## config.mk

```make
export PLATFORM = sky130hd
export DESIGN_NAME = rx_axis_rd_ctrl
export DESIGN_NICKNAME = d
export VERILOG_FILES = /design/src/rtl/rx_axis_pkg.sv /design/src/rtl/rx_axis_strb_gen.sv /design/src/rtl/rx_axis_rd_ctrl.sv
export SDC_FILE = /design/constraint.sdc
export NUM_CORES = 1
export LEC_CHECK = 0
export CORE_AREA = 2 2 254 256
export CTS_CLUSTER_SIZE = 14
export DETAILED_ROUTE_END_ITERATION = 10
export DIE_AREA = 0 0 256 258
export MAX_ROUTING_LAYER = met4
export RECOVER_POWER = 50
export REMOVE_ABC_BUFFERS = 1
export SLEW_MARGIN = 20
export SYNTH_ARGS = -nofsm -noshare
export SYNTH_HDL_FRONTEND = slang
export SYNTH_SLANG_ARGS = --single-unit
```

## constraint.sdc

```tcl
create_clock -name rx_mac_aclk -period 3.2 [get_ports rx_mac_aclk]
set_input_delay 0.32 -clock rx_mac_aclk [delete_from_list [all_inputs] [get_ports rx_mac_aclk]]
set_output_delay 0.32 -clock rx_mac_aclk [all_outputs]
set_load 0.005 [all_outputs]
```

## src/rtl/rx_axis_pkg.sv

```systemverilog
// Shared types and helpers for the rx_axis read controller and its strobe decoder.
package rx_axis_pkg;

    typedef enum logic [1:0] {
        IDLE    = 2'd0,
        LOAD    = 2'd1,
        XFER    = 2'd2,
        RD_DONE = 2'd3
    } rd_state_e;

    localparam int BYTES_PER_BEAT = 32;
    localparam int LEN_WIDTH      = 14;
    localparam int BEAT_WIDTH     = LEN_WIDTH - 5 + 1;

    // Number of 32-byte beats needed to carry len bytes.
    function automatic logic [BEAT_WIDTH-1:0] ceil_beats(input logic [LEN_WIDTH-1:0] len);
        return {1'b0, len[LEN_WIDTH-1:5]} + {{(BEAT_WIDTH-1){1'b0}}, |len[4:0]};
    endfunction

endpackage

```

## src/rtl/rx_axis_strb_gen.sv

```systemverilog
// Byte-enable decoder: full strobe on body beats, low rem bytes on the last beat.
module rx_axis_strb_gen #(
    parameter int BCNT_WIDTH = 32,
    parameter int REM_WIDTH  = $clog2(BCNT_WIDTH)
) (
    input  logic [REM_WIDTH-1:0]  rem_i,
    input  logic                  last_i,
    output logic [BCNT_WIDTH-1:0] strb_o
);

    // A remainder of zero means the last beat is completely filled.
    always_comb begin
        strb_o = {BCNT_WIDTH{1'b1}};
        if (last_i && (rem_i != {REM_WIDTH{1'b0}})) begin
            for (int i = 0; i < BCNT_WIDTH; i++) begin
                strb_o[i] = (i < int'(rem_i));
            end
        end else begin
            strb_o = {BCNT_WIDTH{1'b1}};
        end
    end

endmodule

```

## src/rtl/rx_axis_rd_ctrl.sv

```systemverilog
// RX read controller: pops descriptors and data beats from show-ahead FIFOs and
// drives the rx_axis_mac AXI4-Stream master with tstrb/tlast/tuser/tbcnt.
module rx_axis_rd_ctrl #(
    parameter int DATA_WIDTH = 256,
    parameter int BCNT_WIDTH = 32,
    parameter int LEN_WIDTH  = 14
) (
    input  logic                  rx_mac_aclk,
    input  logic                  reset_,
    input  logic                  ctrl_en,
    input  logic                  desc_empty,
    input  logic [LEN_WIDTH-1:0]  desc_len,
    input  logic                  desc_err,
    output logic                  desc_rd,
    input  logic                  data_empty,
    input  logic [DATA_WIDTH-1:0] data_in,
    output logic                  data_rd,
    input  logic                  rx_axis_mac_tready,
    output logic                  rx_axis_mac_tvalid,
    output logic [DATA_WIDTH-1:0] rx_axis_mac_tdata,
    output logic [BCNT_WIDTH-1:0] rx_axis_mac_tstrb,
    output logic                  rx_axis_mac_tlast,
    output logic                  rx_axis_mac_tuser,
    output logic [BCNT_WIDTH-1:0] rx_axis_mac_tbcnt,
    output logic                  axis_rd_done_st,
    output logic [31:0]           pkt_cnt,
    output logic [15:0]           drop_cnt
);
    import rx_axis_pkg::*;

    localparam logic [BEAT_WIDTH-1:0] ONE_BEAT = BEAT_WIDTH'(1);

    rd_state_e              state_q;
    logic [LEN_WIDTH-1:0]   len_q;
    logic                   err_q;
    logic [BEAT_WIDTH-1:0]  beats_q;
    logic [31:0]            pkt_cnt_q;
    logic [15:0]            drop_cnt_q;

    logic                   in_xfer_s;
    logic                   tlast_s;
    logic                   hs_s;
    logic [BCNT_WIDTH-1:0]  strb_s;

    assign in_xfer_s = (state_q == XFER);
    assign tlast_s   = in_xfer_s && (beats_q == ONE_BEAT);
    assign hs_s      = rx_axis_mac_tvalid && rx_axis_mac_tready;

    rx_axis_strb_gen #(
        .BCNT_WIDTH (BCNT_WIDTH)
    ) u_strb_gen (
        .rem_i  (len_q[4:0]),
        .last_i (tlast_s),
        .strb_o (strb_s)
    );

    // Outputs are decoded from registered state; only data_rd sees tready.
    assign rx_axis_mac_tvalid = in_xfer_s && !data_empty;
    assign rx_axis_mac_tdata  = in_xfer_s ? data_in : {DATA_WIDTH{1'b0}};
    assign rx_axis_mac_tstrb  = in_xfer_s ? strb_s : {BCNT_WIDTH{1'b0}};
    assign rx_axis_mac_tlast  = tlast_s;
    assign rx_axis_mac_tuser  = err_q && tlast_s;
    assign rx_axis_mac_tbcnt  = (state_q == IDLE) ? {BCNT_WIDTH{1'b0}}
                                                  : {{(BCNT_WIDTH-LEN_WIDTH){1'b0}}, len_q};
    assign desc_rd            = (state_q == LOAD);
    assign data_rd            = hs_s;
    assign axis_rd_done_st    = (state_q == RD_DONE);
    assign pkt_cnt            = pkt_cnt_q;
    assign drop_cnt           = drop_cnt_q;

    // Packet sequencer. The descriptor is captured on leaving IDLE: the head
    // entry is show-ahead and cannot change until the LOAD-cycle pop.
    always_ff @(posedge rx_mac_aclk or negedge reset_) begin
        if (!reset_) begin
            state_q    <= IDLE;
            len_q      <= {LEN_WIDTH{1'b0}};
            err_q      <= 1'b0;
            beats_q    <= {BEAT_WIDTH{1'b0}};
            pkt_cnt_q  <= 32'd0;
            drop_cnt_q <= 16'd0;
        end else begin
            case (state_q)
                IDLE: begin
                    if (ctrl_en && !desc_empty) begin
                        len_q   <= desc_len;
                        err_q   <= desc_err;
                        state_q <= LOAD;
                    end else begin
                        len_q   <= {LEN_WIDTH{1'b0}};
                        err_q   <= 1'b0;
                    end
                end
                LOAD: begin
                    if (len_q == {LEN_WIDTH{1'b0}}) begin
                        if (drop_cnt_q != 16'hFFFF) begin
                            drop_cnt_q <= drop_cnt_q + 16'd1;
                        end
                        state_q <= IDLE;
                    end else begin
                        beats_q <= ceil_beats(len_q);
                        state_q <= XFER;
                    end
                end
                XFER: begin
                    if (hs_s) begin
                        beats_q <= beats_q - ONE_BEAT;
                        if (beats_q == ONE_BEAT) begin
                            state_q <= RD_DONE;
                        end
                    end
                end
                RD_DONE: begin
                    pkt_cnt_q <= pkt_cnt_q + 32'd1;
                    state_q   <= IDLE;
                end
                default: begin
                    state_q <= IDLE;
                end
            endcase
        end
    end

endmodule

```

==> results of run 1 <==
## cells in the final DEF, fill, tap and decap left out, types with 15 or more instances in the layout
master,instances
sky130_fd_sc_hd__clkdlybuf4s50_1,549
sky130_fd_sc_hd__nand2_1,36
sky130_fd_sc_hd__and2_0,25
sky130_fd_sc_hd__conb_1,18
sky130_fd_sc_hd__diode_2,38
sky130_fd_sc_hd__xnor2_1,35
sky130_fd_sc_hd__o21ai_0,15
sky130_fd_sc_hd__dlygate4sd3_1,74
sky130_fd_sc_hd__and2_1,248
sky130_fd_sc_hd__xor2_1,16
sky130_fd_sc_hd__nand3_1,29
sky130_fd_sc_hd__nor2_1,22
sky130_fd_sc_hd__a21oi_1,42
sky130_fd_sc_hd__dfrtp_1,75
## final cells by class
| class | instances | area, µm² | share of cell area |
|---|---|---|---|
| timing repair buffer | 648 | 6466 | 0.4748 |
| inverter | 8 | 35.03 | 0.002573 |
| antenna | 38 | 95.09 | 0.006983 |
| multi-input combinational | 600 | 3751 | 0.2754 |
| clock buffer | 10 | 239.0 | 0.01755 |
| tap | 855 | 1070 | 0.07856 |
| sequential | 75 | 1877 | 0.1378 |
| clock inverter | 5 | 85.08 | 0.006248 |
## sequential cells by signal (all words and copies together), names as in the netlist, named ones only
register  count
state_q       1
pkt_cnt      32
err_q         1
len_q        14
drop_cnt     16
beats_q      10
## stage by stage
step	util	hold WS, ns	TNS, ns
floorplan	-	0.02441	-348.59
CTS	0.2127	0.1675	0
global route	0.2139	0.5121	0
global placement	0.2075	0.4704	0
finish	0.2140	0.4757	0
detailed placement	0.2075	0.4775	0
## power by group
part	total [W]	leakage, nW	switching [W]	internal, W
logic	0.00534	4.31	0.00253	0.00281
clock network	0.00115	0.156	0.000441	0.000706
registers	0.00127	1.02	0.000182	0.00108
## timing repair
action	CTS	global route
endpoints found under the hold margin	0	0
setup endpoints to repair	15	15
resized for setup	2	3
## critical path: stages (launching register included)
cell                       delay [ns]
sky130_fd_sc_hd__dfrtp_1         0.37
sky130_fd_sc_hd__clkbuf_1        0.25
sky130_fd_sc_hd__or4_4           0.60
sky130_fd_sc_hd__or4_1           0.63
sky130_fd_sc_hd__a31oi_2         0.62
sky130_fd_sc_hd__and4bb_2        0.33
sky130_fd_sc_hd__xor2_1          0.16
## worst max-delay path by stage
stage                                           to  slack (ns)
final                     drop_cnt[13]$_DFFE_PN0P_        0.16
after global routing          rx_axis_mac_tbcnt[6]        0.04
after CTS                     rx_axis_mac_tstrb[2]        0.06
after detailed placement     rx_axis_mac_tstrb[12]        0.25
after global placement        rx_axis_mac_tstrb[2]        0.32
after floorplan             beats_q[5]$_DFFE_PN0P_       -1.60
## per-layer routing
metal  vias to the layer above  wire length [µm]
met5                         -                 0
met4                         0              1789
met3                        72              7518
met2                       488             32370
met1                      3934             25140
li1                       3646                 -
## cells by family (layout without fill, tap and decap cells)
kind of cell    count (synthesis)  after routing  share of synthesized area
other cells                     1             56                  0.0006320
compound gates                 89             89                    0.09237
buf+inv                        80            671                    0.06390
flops                          75             75                     0.3163
mux                             3              3                   0.005693
xor+xnor                       51             51                    0.07528
simple gates                  433            433                     0.4331
fa+ha+maj                       6              6                    0.01265
==> impl_metrics.tcl, run 1 <==
set metrics [dict create \
    fmax_mhz 328.6 \
    placed_cells 2186 \
    clk_latency_ns 0.35 \
    yosys_register_bits 75 \
    yosys-top-cells-area "sky130_fd_sc_hd__dfrtp_1, sky130_fd_sc_hd__and2_1, sky130_fd_sc_hd__xnor2_1, sky130_fd_sc_hd__a21oi_1, sky130_fd_sc_hd__clkbuf_1" \
    worst_hold_path_endpoint "pkt_cnt[31]$_DFFE_PN0P_" \
    timing.clock.skew_ns 0.006745 \
    cellPowerDensity_nw_per_um2 569.2 \
    r2r_slack_ns 0.16 \
    clock_tree.htree_level_count 3 \
    critical_path.endpoint_type "flop" \
    synth_top_cell_by_area "sky130_fd_sc_hd__dfrtp_1" \
    routed_wire_length_per_instance_um 29.84 \
    number_of_buffers_on_the_longest_clock_path 2 \
    synth_common_cells "sky130_fd_sc_hd__and2_1, sky130_fd_sc_hd__dfrtp_1, sky130_fd_sc_hd__clkbuf_1" \
    groute.layer.met2.usage 0.3432 \
    vias_per_cell 3.636 \
    ys_seq_area_frac 0.3163 \
    grt.total_usage 0.2023 \
    fp.dieArea_um2 66050 \
    via_count 8140 \
    synth_most_common_cell "sky130_fd_sc_hd__and2_1" \
    grt.busiest_layer "met2" \
    rsz0062_at_grt "no" \
    failed_checks "capacitance limit, slew limit" \
    drive_above_1_share 0.03938 \
    worstReg2RegStart "len_q[1]$_DFFE_PN0P_" \
    ant_nets 0 \
    worst_r2r_path_depth 6 \
    run_status "finished, violations left" \
    nFillCells 7030 \
    top_level_ports 651 \
    drtPass1Iterations 5 \
    cts_tree "done" \
    ys_async_sr_fraction 1.000 \
    gp_congestion 0.9793 \
    grtUsageMet1 0.1951 \
    critical_path.reg2reg.endpoint "drop_cnt[13]$_DFFE_PN0P_" \
    drc 0 \
    setup.worst_path.start_class "flop" \
    design_area_um2 13620 \
    grt_max_degree 76 \
    hold_viol 0 \
    hold_path_class "flop to flop" \
    place.port_buffers 632 \
    critical_path_arrival_ns 3.31 \
    cts-buffers-inserted 9 \
    yosys_warnings 0 \
    critical_path_peak_fanout 14 \
    fp.dieH_um 258 \
    post_synth_instance_area_um2 5933 \
    die_w_um 256 \
    flow.area_growth_from_synthesis_pct 129.5 \
    globalRouteOverflowTotal 0 \
    count_of_flip_flops_with_a_built_in_enable_after_synthesis 0 \
    hold_buffers 0 \
    yosys.cell_types.count 51 \
    first_global_vias 8171 \
    antenna_found_initial 65 \
    global_route.usage.met3 0.1236 \
    nets 1625 \
    clock-root-buffer "sky130_fd_sc_hd__clkbuf_16" \
    final-instance-count-excl-fill 2239 \
    transition_time_at_the_pin_with_the_least_slew_margin_ns 2.016 \
    timing.final.max_slew_violations 76 \
    cellLeakagePower_nw 5.479 \
    pwr_total_w 0.007751 \
    initial_utilization 0.09322 \
    placed_area_um2 13210 \
    postSynthAreaPerCell_um2 8.040 \
    timing.hold.worst_path_depth 1 \
    startpoint "len_q[1]$_DFFE_PN0P_" \
    fin_crit_ns 3.043 \
    finalSetupViolCount 0 \
    global_route_wire_length_before_repair_um 85790 \
    detail_route.iter0.violations 423 \
    cts_setup_buffers 0 \
    layout_setup_ws_ns 0.1567 \
    share_of_the_cycle_needed_by_the_critical_path_after_routing 0.9510 \
    totalWireLength_um 66820 \
    detailedPlace.worstSlack_ns 0.2475 \
    floorplan.core_area_um2 63650 \
    slew_headroom -0.3437 \
    cts.sinks 75 \
    synth_top_area_share 0.3163 \
    clk_pin_slew_ns 0.06 \
    dominantRegCellSynth "sky130_fd_sc_hd__dfrtp_1" \
    vdd_ir_drop_max_mv 0.3022 \
    place.detailed.hpwl_um 58950 \
    syn_inst 738 \
    cp.required_ns 3.47 \
    placementRows 93 \
    min_from "pkt_cnt[31]$_DFFE_PN0P_" \
    criticalPathCategory "flop to flop" \
    cap_violations 1 \
]
No activity file was read; power rests on OpenSTA's default activity.
==> inputs of run 2 (changes only) <==
Settings changed: HOLD_SLACK_MARGIN set to 0.1.
==> impl_metrics.tcl, run 2 (same netlist as run 1, synthesis figures left out) <==
set metrics [dict create \
    critical_path.reg2reg.endpoint "drop_cnt[13]$_DFFE_PN0P_" \
    slew_headroom -0.3441 \
    fin_hold_ws_ns 0.4756 \
    worstReg2RegStart "len_q[1]$_DFFE_PN0P_" \
    initial_utilization 0.09322 \
    floorplan.core_area_um2 63650 \
    cp.required_ns 3.47 \
    ant_nets 0 \
    totalWireLength_um 66890 \
    globalRouteOverflowTotal 0 \
    critical_path.endpoint_type "flop" \
    cap_violations 1 \
    failed_checks "capacitance limit, slew limit" \
    ff_latch_area_um2 1877 \
    clk_latency_ns 0.35 \
    fmax_mhz 328.8 \
    rsz0062_at_grt "no" \
    share_of_the_cycle_needed_by_the_critical_path_after_routing 0.9504 \
    mostFrequentLayoutCells "sky130_fd_sc_hd__clkdlybuf4s50_1, sky130_fd_sc_hd__and2_1, sky130_fd_sc_hd__dfrtp_1, sky130_fd_sc_hd__dlygate4sd3_1, sky130_fd_sc_hd__a21oi_1" \
    finalSetupViolCount 0 \
    r2r_slack_ns 0.16 \
    place.port_buffers 632 \
    worst_r2r_path_depth 6 \
    number_of_buffers_on_the_longest_clock_path 2 \
    timing.final.max_slew_violations 76 \
    transition_time_at_the_pin_with_the_least_slew_margin_ns 2.016 \
    fp.dieArea_um2 66050 \
    cellLeakagePower_nw 5.483 \
    grt.total_usage 0.2023 \
    routed_wire_length_per_instance_um 29.86 \
    fin_crit_ns 3.041 \
    die_w_um 256 \
    capture_point_of_the_critical_path "drop_cnt[13]$_DFFE_PN0P_" \
    clock-root-buffer "sky130_fd_sc_hd__clkbuf_16" \
    cellPowerDensity_nw_per_um2 568.7 \
    hold_viol 0 \
    antenna_found_initial 65 \
    area_of_combinational_cells_with_multiple_inputs_um2 3751 \
    vias_per_cell 3.638 \
    wl_met1_um 25240 \
    nFillCells 7031 \
    fin_util 0.2141 \
    hold_path_class "flop to flop" \
    clock_tree.htree_level_count 3 \
    met3WireLength_um 7437 \
    vdd_ir_drop_max_mv 0.3020 \
    drc 0 \
    drtPass1Iterations 5 \
    flow.area_growth_from_synthesis_pct 129.7 \
    cts_setup_buffers 0 \
    cts-buffers-inserted 9 \
    dr.max_layer_used "met4" \
    setup.worst_path.start_class "flop" \
    top_level_ports 651 \
    detail_route.iter0.violations 420 \
    clk_pin_slew_ns 0.06 \
    gp_congestion 0.9793 \
    grt_max_degree 76 \
    place.detailed.hpwl_um 58950 \
    first_global_vias 8171 \
    critical_path_peak_fanout 14 \
    timing.hold.worst_path_depth 1 \
    placementRows 93 \
    met2_length_um 32410 \
    largest_reg_flops 32 \
    critical_path_arrival_ns 3.31 \
    via_count 8148 \
    timing.clock.skew_ns 0.006844 \
    fp.dieH_um 258 \
    global_route_wire_length_before_repair_um 85790 \
    cts.sinks 75 \
    startpoint "len_q[1]$_DFFE_PN0P_" \
    layout.cells.most_common "sky130_fd_sc_hd__clkdlybuf4s50_1" \
    drive_above_1_share 0.03935 \
    nets 1626 \
    run_status "finished, violations left" \
    cts_tree "done" \
    criticalPathCategory "flop to flop" \
]
==> run 2: worst min-delay path by stage <==
stage | startpoint | to | slack, ns
final | pkt_cnt[31]$_DFFE_PN0P_ | pkt_cnt[31]$_DFFE_PN0P_ | 0.48
after global placement | pkt_cnt[31]$_DFFE_PN0P_ | pkt_cnt[31]$_DFFE_PN0P_ | 0.47
after CTS | reset_ | len_q[10]$_DFFE_PN0P_ | 0.17
after global routing | drop_cnt[7]$_DFFE_PN0P_ | drop_cnt[7]$_DFFE_PN0P_ | 0.51
after detailed placement | pkt_cnt[31]$_DFFE_PN0P_ | pkt_cnt[31]$_DFFE_PN0P_ | 0.48
after floorplan | reset_ | async pin | 0.02
==> run 2: critical path, cell delays in order, from the launching register on <==
cell	delay, ns
sky130_fd_sc_hd__dfrtp_1	0.37
sky130_fd_sc_hd__clkbuf_1	0.25
sky130_fd_sc_hd__or4_4	0.60
sky130_fd_sc_hd__or4_1	0.63
sky130_fd_sc_hd__a31oi_2	0.62
sky130_fd_sc_hd__and4bb_2	0.33
sky130_fd_sc_hd__xor2_1	0.16
==> run 2: layout make-up <==
class | instances | share of cell area
flip-flops and latches | 75 | 0.1377
inverters | 8 | 0.002571
clock buffers | 10 | 0.01754
clock inverters | 5 | 0.006243
multi-input cells | 600 | 0.2752
diodes | 38 | 0.006978
well taps | 855 | 0.07850
repair buffers | 649 | 0.4752
==> run 2: power by group <==
group | internal, W | leakage, nW | switching [W] | total (W)
Clock | 0.000706 | 0.156 | 0.000441 | 0.00115
Combinational | 0.00281 | 4.31 | 0.00253 | 0.00534
Sequential | 0.00108 | 1.02 | 0.000182 | 0.00127
Total | 0.00460 | 5.48 | 0.00315 | 0.00775
==> run 2: what timing repair did <==
action | in CTS | in global routing
gates cloned | 0 | 0
hold endpoints to repair | 0 | 43
setup endpoints to repair | 15 | 15
hold buffers | 0 | 1
resized for setup | 2 | 3
==> run 2: per-stage QoR <==
step	setup slack, ns	setup TNS, ns	cells	power (W)	instance area, µm²
after floorplan	-1.603	-348.59	683	0.002851	5648
after global placement	0.3202	0	2186	0.006790	13210
after detailed placement	0.2475	0	2186	0.006734	13210
after CTS	0.05992	0	2201	0.007991	13540
after global routing	0.04187	0	2238	0.008210	13620
final	0.1587	0	2240	0.007750	13630
==> run 2: metal layers <==
metal	track usage	vias up
met5	-	-
met2	0.3432	479
met4	0.04938	0
li1	-	3647
met3	0.1236	74
met1	0.1951	3948
==> inputs of run 3 (changes only) <==
--- a/config.mk
+++ b/config.mk
@@ -6,10 +6,13 @@
 export NUM_CORES = 1
 export LEC_CHECK = 0
-export CORE_AREA = 2 2 254 256
+export CELL_PAD_IN_SITES_DETAIL_PLACEMENT = 1
+export CELL_PAD_IN_SITES_GLOBAL_PLACEMENT = 2
+export CORE_AREA = 2 2 251 253
 export CTS_CLUSTER_SIZE = 14
 export DETAILED_ROUTE_END_ITERATION = 10
-export DIE_AREA = 0 0 256 258
+export DIE_AREA = 0 0 253 255
 export HOLD_SLACK_MARGIN = 0.1
 export MAX_ROUTING_LAYER = met4
+export PLACE_DENSITY_LB_ADDON = 0.1
 export RECOVER_POWER = 50
 export REMOVE_ABC_BUFFERS = 1
==> constraint.sdc (replaced) <==
create_clock -name rx_mac_aclk -period 3.2 [get_ports rx_mac_aclk]
set_input_delay 0.64 -clock rx_mac_aclk [delete_from_list [all_inputs] [get_ports rx_mac_aclk]]
set_output_delay 0.64 -clock rx_mac_aclk [all_outputs]
set_load 0.005 [all_outputs]
==> impl_metrics.tcl, run 3 (same netlist as run 1, synthesis figures left out) <==
set metrics [dict create \
    run_status "finished, violations left" \
    failed_checks "capacitance limit, slew limit" \
    clock-root-buffer "sky130_fd_sc_hd__clkbuf_16" \
    via_count 7720 \
    fmax_mhz 321.6 \
    initial_utilization 0.09545 \
    detail_route.iter0.violations 211 \
    place.detailed.hpwl_um 56600 \
    clock_tree.htree_level_count 3 \
    vdd_ir_drop_max_mv 0.2275 \
    fin_crit_ns 3.109 \
    drc 0 \
    first_global_vias 8176 \
    vias_per_cell 3.549 \
    cellLeakagePower_nw 5.602 \
    layout_setup_ws_ns 0.09089 \
    die_w_um 253 \
    place.port_buffers 632 \
    drtPass1Iterations 4 \
    number_of_buffers_on_the_longest_clock_path 2 \
    mostFrequentLayoutCells "sky130_fd_sc_hd__clkdlybuf4s50_1, sky130_fd_sc_hd__and2_1, sky130_fd_sc_hd__dlygate4sd3_1, sky130_fd_sc_hd__dfrtp_1, sky130_fd_sc_hd__a21oi_1" \
    flow.area_growth_from_synthesis_pct 127.3 \
    gp_congestion 1.014 \
    critical_path.slowest_cell "sky130_fd_sc_hd__or3_2" \
    largest_reg_flops 32 \
    fp.dieH_um 255 \
    setup.worst_path.start_class "flop" \
    cellPowerDensity_nw_per_um2 553.5 \
    hold_path_class "flop to flop" \
    max_stage_delay_ns 0.43 \
    r2r_slack_ns 0.33 \
    ant_nets 0 \
    rsz0062_at_grt "no" \
    timing.clock.skew_ns 0.009922 \
    layout.cells.most_common "sky130_fd_sc_hd__clkdlybuf4s50_1" \
    antenna_found_initial 26 \
    grt_max_degree 71 \
    ff_latch_area_um2 1877 \
    design_area_um2 13490 \
    cts_tree "done" \
    finalSetupViolCount 0 \
    clk_pin_slew_ns 0.07 \
    placed_area_um2 13210 \
    critical_path_peak_fanout 15 \
    global_route_wire_length_before_repair_um 83840 \
    share_of_the_cycle_needed_by_the_critical_path_after_routing 0.9716 \
    grt.total_usage 0.2002 \
    globalRouteOverflowTotal 0 \
    critical_path_arrival_ns 2.47 \
    timing.final.max_slew_violations 39 \
    routed_wire_length_per_instance_um 29.94 \
    fp.dieArea_um2 64520 \
    drive_above_1_share 0.04576 \
    cts-buffers-inserted 9 \
    totalWireLength_um 65110 \
    fin_hold_ws_ns 0.4702 \
    fin_util 0.2170 \
    slew_headroom -0.6995 \
    nFillCells 7280 \
    criticalPathCategory "flop to primary output" \
    crit_path_cell_trace "or3_4 > or3_2 > and4_4 > and2b_1 > buf_12 > a21oi_1 > clkdlybuf4s15_1" \
    floorplan.core_area_um2 62160 \
    cp.required_ns 2.56 \
    cts.sinks 75 \
    hold_viol 0 \
    cap_violations 1 \
    nets 1633 \
    clk_latency_ns 0.36 \
    placementRows 92 \
    top_level_ports 651 \
    transition_time_at_the_pin_with_the_least_slew_margin_ns 2.549 \
    area_of_combinational_cells_with_multiple_inputs_um2 3741 \
    critical_path.endpoint_type "primary output" \
    detailedPlace.worstSlack_ns 0.09242 \
]
-- run 3: final timing paths --
check,from,end,cells after the start
setup / recovery,len_q[1]$_DFFE_PN0P_,rx_axis_mac_tstrb[13],7
max in group asynchronous,reset_,drop_cnt[10]$_DFFE_PN0P_,1
setup reg to reg,len_q[3]$_DFFE_PN0P_,drop_cnt[13]$_DFFE_PN0P_,6
hold reg to reg,pkt_cnt[31]$_DFFE_PN0P_,pkt_cnt[31]$_DFFE_PN0P_,1
hold / removal,pkt_cnt[31]$_DFFE_PN0P_,pkt_cnt[31]$_DFFE_PN0P_,1
min in group asynchronous,reset_,pkt_cnt[30]$_DFFE_PN0P_,1
-- run 3: layout make-up --
class / count / area share
clock inverter: 6 / 0.004824
tap: 799 / 0.07412
sequential: 75 / 0.1391
multi-input combinational: 600 / 0.2774
antenna: 21 / 0.003896
timing repair buffer: 656 / 0.4811
clock buffer: 10 / 0.01698
inverter: 8 / 0.002597
-- run 3: metal layers --
metal	vias to the layer above	track usage	wire, µm
li1	3618	-	-
met5	-	-	0
met2	317	0.3301	31370
met4	0	0.02637	505
met1	3758	0.2477	29080
met3	27	0.05868	4152
-- run 3: worst max-delay path, delay by kind of cell, from the launching register on --
family | cells | cell delay [ns]
compound gates | 1 | 0.14
buf+inv | 2 | 0.38
flops | 1 | 0.38
simple gates | 4 | 1.21
-- run 3: power breakdown --
group / total [W] / internal (W) / switching (W)
Combinational: 0.00516 / 0.00269 / 0.00247
Sequential: 0.00124 / 0.00108 / 0.000153
Clock: 0.00107 / 0.000606 / 0.000464
-- run 3: stage by stage --
step / setup TNS, ns / cells / total power (W)
2_1_floorplan: -430.83 / 683 / 0.002851
3_3_place_gp: 0 / 2136 / 0.006785
3_5_place_dp: 0 / 2136 / 0.006720
4_1_cts: 0 / 2154 / 0.007804
5_1_grt: 0 / 2170 / 0.007952
6_report: 0 / 2175 / 0.007466
-- run 3: timing repair --
item | CTS | global route
pin swaps | 1 | 1
endpoints found under the setup margin | 32 | 15
setup buffers | 2 | 0
hold buffers | 0 | 0
resized for setup | 34 | 24
